--- config.mk ---
export PLATFORM = sky130hd
export DESIGN_NAME = countdown_timer
export DESIGN_NICKNAME = d
export VERILOG_FILES = /design/src/rtl/countdown_timer_pkg.sv /design/src/rtl/countdown_timer_down_counter.sv /design/src/rtl/countdown_timer.sv
export SDC_FILE = /design/constraint.sdc
export NUM_CORES = 1
export LEC_CHECK = 0
export ABC_AREA = 1
export CAP_MARGIN = 10
export CELL_PAD_IN_SITES_DETAIL_PLACEMENT = 0
export CELL_PAD_IN_SITES_GLOBAL_PLACEMENT = 2
export CORE_UTILIZATION = 26
export CTS_CLUSTER_SIZE = 16
export DETAILED_ROUTE_END_ITERATION = 10
export MAX_ROUTING_LAYER = met4
export PLACE_DENSITY_LB_ADDON = 0.1
export SYNTH_ARGS = -nofsm -noshare
export SYNTH_HDL_FRONTEND = slang
export SYNTH_SLANG_ARGS = --single-unit
--- constraint.sdc ---
create_clock -name i_clk -period 1.45 [get_ports i_clk]
set_input_delay 0.29 -clock i_clk [delete_from_list [all_inputs] [get_ports i_clk]]
set_output_delay 0.29 -clock i_clk [all_outputs]
set_load 0.05 [all_outputs]
--- src/rtl/countdown_timer_pkg.sv ---
// Shared constants for the MM:SS countdown timer: state encoding and default
// counter-chain moduli/width.
package countdown_timer_pkg;

    localparam logic [1:0] ST_IDLE  = 2'd0;
    localparam logic [1:0] ST_RUN   = 2'd1;
    localparam logic [1:0] ST_PAUSE = 2'd2;
    localparam logic [1:0] ST_DONE  = 2'd3;

    localparam int DEF_MAX_SEC = 60;
    localparam int DEF_MAX_MIN = 60;
    localparam int DEF_W       = 6;

endpackage

--- src/rtl/countdown_timer_down_counter.sv ---
// Loadable modulo-MAX down counter; wraps 0 -> MAX-1 when enabled and flags a
// zero count combinationally so the next stage can borrow.
module down_counter #(
    parameter int N   = 6,
    parameter int MAX = 60
) (
    input  logic         i_clk,
    input  logic         i_rst,
    input  logic         i_en,
    input  logic         i_load,
    input  logic [N-1:0] i_load_val,
    output logic [N-1:0] o_count,
    output logic         o_borrow
);

    localparam logic [N-1:0] TOP = N'(MAX - 1);

    always_ff @(posedge i_clk or posedge i_rst) begin
        if (i_rst) begin
            o_count <= '0;
        end else if (i_load) begin
            o_count <= i_load_val;
        end else if (i_en) begin
            if (o_count == '0) begin
                o_count <= TOP;
            end else begin
                o_count <= o_count - 1'b1;
            end
        end
    end

    assign o_borrow = (o_count == '0);

endmodule

--- src/rtl/countdown_timer.sv ---
// Loadable MM:SS countdown timer: preset load with saturation, run/pause/done
// control and a one-cycle expiry pulse on reaching 00:00 from RUN.
module countdown_timer
    import countdown_timer_pkg::*;
#(
    parameter int MAX_SEC = DEF_MAX_SEC,
    parameter int MAX_MIN = DEF_MAX_MIN,
    parameter int W       = DEF_W
) (
    input  logic         i_clk,
    input  logic         i_rst,
    input  logic         i_tick,
    input  logic         i_load,
    input  logic [W-1:0] i_preset_min,
    input  logic [W-1:0] i_preset_sec,
    input  logic         i_start,
    input  logic         i_pause,
    output logic [W-1:0] o_min,
    output logic [W-1:0] o_sec,
    output logic         o_running,
    output logic         o_done,
    output logic         o_expire
);

    localparam logic [W-1:0] SEC_TOP = W'(MAX_SEC - 1);
    localparam logic [W-1:0] MIN_TOP = W'(MAX_MIN - 1);
    localparam logic [W-1:0] ONE     = W'(1);

    logic [1:0]   state;
    logic [1:0]   state_nxt;
    logic [W-1:0] load_min;
    logic [W-1:0] load_sec;
    logic         sec_borrow;
    logic         min_borrow;
    logic         tick_run;
    logic         load_ok;
    logic         at_zero;
    logic         hit_zero;

    assign load_sec = (i_preset_sec > SEC_TOP) ? SEC_TOP : i_preset_sec;
    assign load_min = (i_preset_min > MIN_TOP) ? MIN_TOP : i_preset_min;

    assign tick_run = (state == ST_RUN) && i_tick;
    assign load_ok  = i_load && (state != ST_RUN);
    assign at_zero  = sec_borrow && min_borrow;
    // RUN never holds 00:00, so the only tick that lands on zero is from 00:01.
    assign hit_zero = tick_run && min_borrow && (o_sec == ONE);

    down_counter #(
        .N   (W),
        .MAX (MAX_SEC)
    ) u_sec (
        .i_clk      (i_clk),
        .i_rst      (i_rst),
        .i_en       (tick_run),
        .i_load     (load_ok),
        .i_load_val (load_sec),
        .o_count    (o_sec),
        .o_borrow   (sec_borrow)
    );

    down_counter #(
        .N   (W),
        .MAX (MAX_MIN)
    ) u_min (
        .i_clk      (i_clk),
        .i_rst      (i_rst),
        .i_en       (tick_run && sec_borrow),
        .i_load     (load_ok),
        .i_load_val (load_min),
        .o_count    (o_min),
        .o_borrow   (min_borrow)
    );

    // A pause request outranks start, so pause+start in IDLE/PAUSE does nothing.
    always_comb begin
        state_nxt = state;
        case (state)
            ST_IDLE, ST_PAUSE: begin
                if (i_load) begin
                    state_nxt = ST_IDLE;
                end else if (!i_pause && i_start && !at_zero) begin
                    state_nxt = ST_RUN;
                end
            end
            ST_RUN: begin
                if (hit_zero) begin
                    state_nxt = ST_DONE;
                end else if (i_pause) begin
                    state_nxt = ST_PAUSE;
                end
            end
            ST_DONE: begin
                if (i_load) begin
                    state_nxt = ST_IDLE;
                end
            end
            default: state_nxt = ST_IDLE;
        endcase
    end

    always_ff @(posedge i_clk or posedge i_rst) begin
        if (i_rst) begin
            state    <= ST_IDLE;
            o_expire <= 1'b0;
        end else begin
            state    <= state_nxt;
            o_expire <= hit_zero;
        end
    end

    assign o_running = (state == ST_RUN);
    assign o_done    = (state == ST_DONE);

endmodule
=== After elaboration in Yosys (flattened, before gate mapping) ===
Cells that the tools add are included.

* Register bits after elaboration: 15
* Bits of input ports: 18
* Logic and storage cells: 47
* Output and inout bits: 15

* Muxes and demuxes: 14
* Equality and inequality tests: 8
* $add $sub $neg: 2
* Magnitude comparators: 2
* Reduce and logical (&&, ||, !) cells: 17

{| class="wikitable"
|+ Operator list
! cell !! count
|-
| $mux 6 || 8
|-
| $gt 6x6->1 const B || 2
|-
| $logic_not 6->1 || 2
|-
| $sub 6x1->6 const B || 2
|-
| $mux 2 || 5
|-
| $logic_and 1x1->1 || 8
|-
| $eq 6x1->1 const B || 1
|-
| $pmux 2 s3 || 1
|-
| $eq 2x2->1 const B || 2
|-
| $reduce_bool 2->1 || 2
|-
| $ne 3x2->1 const B || 1
|-
| $ne 3x3->1 const B || 1
|-
| $reduce_and 3->1 || 1
|-
| $eq 2x1->1 const B || 1
|-
| $logic_not 1->1 || 2
|-
| $logic_not 2->1 || 1
|-
| $ne 2x1->1 const B || 1
|-
| $ne 2x2->1 const B || 1
|-
| $reduce_or 2->1 || 1
|}

=== Depth between registers and ports, before layout ===
* Depth after elaboration: 7
* Mapped depth: 10
* Depth with buffers taken out: 10

=== Cells and area by module ===
From an unflattened synthesis, not the netlist that was laid out.

* Cell total of the unflattened synthesis: 182
* Area, all modules: 1191.1 µm²

{| class="wikitable"
|+ By module, submodules not included
! module !! seq. area each (µm²) !! cells an instance !! area an instance (µm²) !! times used
|-
| down_counter || 150.1 || 62 || 434.2 || 2
|-
| countdown_timer || 75.1 || 58 || 322.8 || 1
|}

=== Least setup slack after synthesis ===
Ideal clock, no wire load.

* Kind: flip-flop to flip-flop
* Start point: register u_sec.o_count[0]
* End point: register u_sec.o_count[5]
* Buffers on the path: 0
* Path slack: -0.250 ns
* Stages on the path, launching flop included: 9
* Period minus slack after synthesis: 1.700 ns
* Data arrival time: 1.580 ns
* Library setup time: 0.120 ns
* Required time: 1.330 ns
* Path through: dfrtp_1 > inv_1 > ha_1 > nand3_1 > nand2_4 > nand2_4 > inv_8 > o21bai_2 > nand2_1

* Word-level cells in the longest chain between the ends: 4
* Elaborated cells between the ends (all ways): 5
* Classes of those cells: 1 x add/sub; 3 x mux; 1 x reduce/logical

{| class="wikitable"
|+ Ends and longest elaborated chain
! what !! line !! text
|-
| start: declaration || countdown_timer_down_counter.sv:12 || <nowiki>output logic [N-1:0] o_count,</nowiki>
|-
| start signal: assignment || countdown_timer_down_counter.sv:22 || <nowiki>o_count <= i_load_val;</nowiki>
|-
| start signal: assignment || countdown_timer_down_counter.sv:27 || <nowiki>o_count <= o_count - 1'b1;</nowiki>
|-
| $sub 6x1->6 / $logic_not 6->1 (equally long branches) || countdown_timer_down_counter.sv:27, countdown_timer_down_counter.sv:24 ||
|-
| $mux 6 * || countdown_timer_down_counter.sv:24 || <nowiki>if (o_count == '0) begin</nowiki>
|-
| $mux 6 * || countdown_timer_down_counter.sv:23 || <nowiki>end else if (i_en) begin</nowiki>
|-
| $mux 6 * || countdown_timer_down_counter.sv:21 || <nowiki>end else if (i_load) begin</nowiki>
|}

Mark *: on every way between the ends. The rest lies on a longest branch, timed or not. The select of a mux whose other input is x is not followed.
A chain may end at the register's enable or synchronous reset.

=== Worst setup path after layout ===
* Start point: register u_min.o_count[0]
* End point: output port o_min[0]

{| class="wikitable"
|+ RTL lines
! what !! line !! text
|-
| start: declaration || countdown_timer_down_counter.sv:12 ||
|-
| start signal: assignment || countdown_timer_down_counter.sv:22 ||
|-
| start signal: assignment || countdown_timer_down_counter.sv:27 ||
|-
| end: declaration || countdown_timer.sv:18 || <nowiki>output logic [W-1:0] o_min,</nowiki>
|}

No word-level cell between the ends.

==> results.sh <==
export IMPL_outcome="completed"
export IMPL_io_pin_count=33
export IMPL_design_area_mm2=0.00200
export IMPL_cap_violations=0
export IMPL_design_die_area_mm2=0.00467
export IMPL_reg2reg_slack_ns=0.08
export IMPL_ys_ff_latch=15
export IMPL_wire_per_inst_um=12.1
export IMPL_dieWidth_um=68.4
export IMPL_place_hpwl_mm=2.54
export IMPL_synth_top_cells_by_area="dfrtp_1 33%, nand2_1 10%, nand2_4 5.9%"
export IMPL_vdd_drop_max_v=0.00117
export IMPL_grt_util_all_layers=0.159
export IMPL_synth_top_area_frac=0.328
export IMPL_netlist_instances=149
export IMPL_critPathKind="register to primary output"
export IMPL_critPathRequiredTime_ns=1.16
export IMPL_synth_top_area_cell="dfrtp_1"
export IMPL_max_slew_margin_rel=0.855
export IMPL_grt_pass1_wl_mm=5.26
export IMPL_reg2regPathDepth=9
export IMPL_ant_nets=0
export IMPL_synth_area_mm2=0.00114
export IMPL_h_tree_depth=1
export IMPL_finalSetupViolCount=0
export IMPL_yosysSeqAreaShare=0.328
export IMPL_syn2layout_area_growth_pct=74.9
export IMPL_synth_most_common_cell="nand2_1"
export IMPL_avgSynthCellArea_um2=7.68
export IMPL_insertion_delay_ns=0.25
export IMPL_die_y_um=68.4
export IMPL_n_fill_cell=389
export IMPL_clock_skew_ns=0.00519
export IMPL_power_density_mw_per_mm2=2340
export IMPL_vias=1238
export IMPL_routed_wl_mm=3.23
export IMPL_fin_cells=267
export IMPL_grt_pass1_vias=1208
export IMPL_drc_errors=0
export IMPL_leakage_nw=0.938
export IMPL_io_buffers=32
export IMPL_fp_coreArea_mm2=0.00412
export IMPL_drtPass1Iterations=4
export IMPL_cts_buffer_depth=2
export IMPL_ys_warn_count=0
export IMPL_grt_overflow_total=0
export IMPL_ys_async_sr_fraction=1.00
export IMPL_period_share=0.958
export IMPL_rsz0062_at_grt="yes"
export IMPL_fin_setup_tns_ns=0
export IMPL_synth_edf_count=0
export IMPL_drtIter0Drc=48
export IMPL_cts_made_buffers=3
export IMPL_slew_viol_final=0
export IMPL_place_area_mm2=0.00188
export IMPL_syn_nets=172
export IMPL_gp_congestion=0.832
export IMPL_antenna_found_initial=0
export IMPL_placedCellCount=258
export IMPL_r2r_start="u_min.o_count[0]"
export IMPL_hold_path_class="primary input to async pin"
export IMPL_worstMarginPinSlew_ns=0.218
export IMPL_drive_gt1_frac=0.442
export IMPL_cts_tree="done"
export IMPL_grt_max_degree=16
export IMPL_cp_start_kind="register"
export IMPL_ys_types=32
export IMPL_synth_common_cells="32 x nand2_1, 16 x inv_1, 16 x nor2_1"
export IMPL_worst_endpoint_arrival_ns=1.10
export IMPL_cts_sink_count=15
export IMPL_diodes=0
export IMPL_hold_viol_final=0
export IMPL_min_period_ns=1.39
export IMPL_crit_path_end_kind="primary output"
export IMPL_fp_row_count=23
export IMPL_r2r_end="state[0]"
export IMPL_nets=241
export IMPL_yosys_most_used_dff="dfrtp_1"
export IMPL_start_util=0.278
export IMPL_crit_fanout=2
export IMPL_routed_via_density=4.64
export IMPL_cts_root_buf="clkbuf_8"
export IMPL_path_clk_slew_ns=0.07
export IMPL_max_freq_mhz=720
==> final cells by class <==
class | count | area, um2 | area share
repair buffers | 65 | 718 | 0.359
multi-input cells | 114 | 703 | 0.351
flip-flops and latches | 15 | 384 | 0.192
inverters | 19 | 88.8 | 0.0444
well taps | 50 | 62.6 | 0.0313
clock buffers | 4 | 45.0 | 0.0225
==> worst max-delay path: stages, from the launching register on <==
cell     delay, ns
dfrtp_2       0.44
buf_4         0.14
buf_4         0.13
buf_12        0.14
==> cells by family (layout without fill, tap and decap cells) <==
kind of cell | after synthesis | after routing | share of synthesized area
flops | 15 | 15 | 0.328
compound gates | 26 | 26 | 0.148
simple gates | 80 | 80 | 0.361
fa+ha+maj | 5 | 5 | 0.0546
xor+xnor | 3 | 3 | 0.0230
buf+inv | 20 | 88 | 0.0863
==> per-stage QoR <==
stage	utilization	hold WS, ns	setup WS [ns]	power, mW
final	0.486	0.346	0.0612	4.68
after global routing	0.486	0.367	-0.00821	5.02
after global placement	0.457	0.476	-0.134	4.14
after floorplan	-	0.191	-0.0159	2.57
after detailed placement	0.457	0.506	-0.145	4.14
after CTS	0.473	0.363	0.00629	4.57
==> cell usage in the layout, fill, tap and decap left out, types with 2 or more instances in the layout <==
| cell | n |
|---|---|
| clkdlybuf4s50_1 | 17 |
| nand3_1 | 7 |
| clkbuf_8 | 3 |
| buf_12 | 15 |
| ha_1 | 3 |
| nor2_2 | 7 |
| nand2_1 | 30 |
| nor2_1 | 13 |
| nand2_2 | 4 |
| xor2_1 | 2 |
| dfrtp_2 | 7 |
| dfrtp_1 | 8 |
| nand3_2 | 3 |
| o21ai_2 | 2 |
| o21ai_1 | 6 |
| o21ai_0 | 10 |
| buf_4 | 33 |
| inv_2 | 4 |
| nand2_4 | 6 |
| inv_1 | 11 |
| nand4_1 | 6 |
| inv_4 | 2 |
==> registers in the layout, summed over array words and instances (netlist names) <==
signal and cells:
state 2, u_min.o_count 6, u_sec.o_count 6, o_expire 1
==> timing repair <==
action / CTS / global route
endpoints found under the setup margin: 2 / 10
buffers inserted: 2 / 3
pin swaps: 1 / 5
endpoints found under the hold margin: 0 / 0
hold buffers: 0 / 0
gates resized for setup: 2 / 12
==> metal layers <==
metal	wire, um	share of wire	vias to the layer above	track usage
li1	-	-	624	-
met1	1420	0.44	572	0.171
met2	1630	0.50	38	0.279
met3	156	0.048	4	0.0417
met5	0	0	-	-
met4	27	0.0084	0	0.0521
==> where the power goes <==
group / switching, mW / leakage, nW / internal [mW]
logic: 1.86 / 0.740 / 1.63
clock network: 0.175 / 0.0228 / 0.195
registers: 0.187 / 0.175 / 0.627
total: 2.22 / 0.938 / 2.45
==> worst max-delay path by stage <==
stage	to	from	slack, ns	cells past startpoint
finish	o_min[0]	u_min.o_count[0]	0.06	3
detailed placement	u_sec.o_count[0]	i_load	-0.15	6
CTS	state[1]	u_min.o_count[0]	0.006	9
global placement	u_sec.o_count[0]	i_load	-0.13	6
global route	state[1]	u_min.o_count[0]	-0.008	9
floorplan	u_sec.o_count[5]	u_sec.o_count[0]	-0.02	8
No activity file was read; power rests on OpenSTA's default activity.
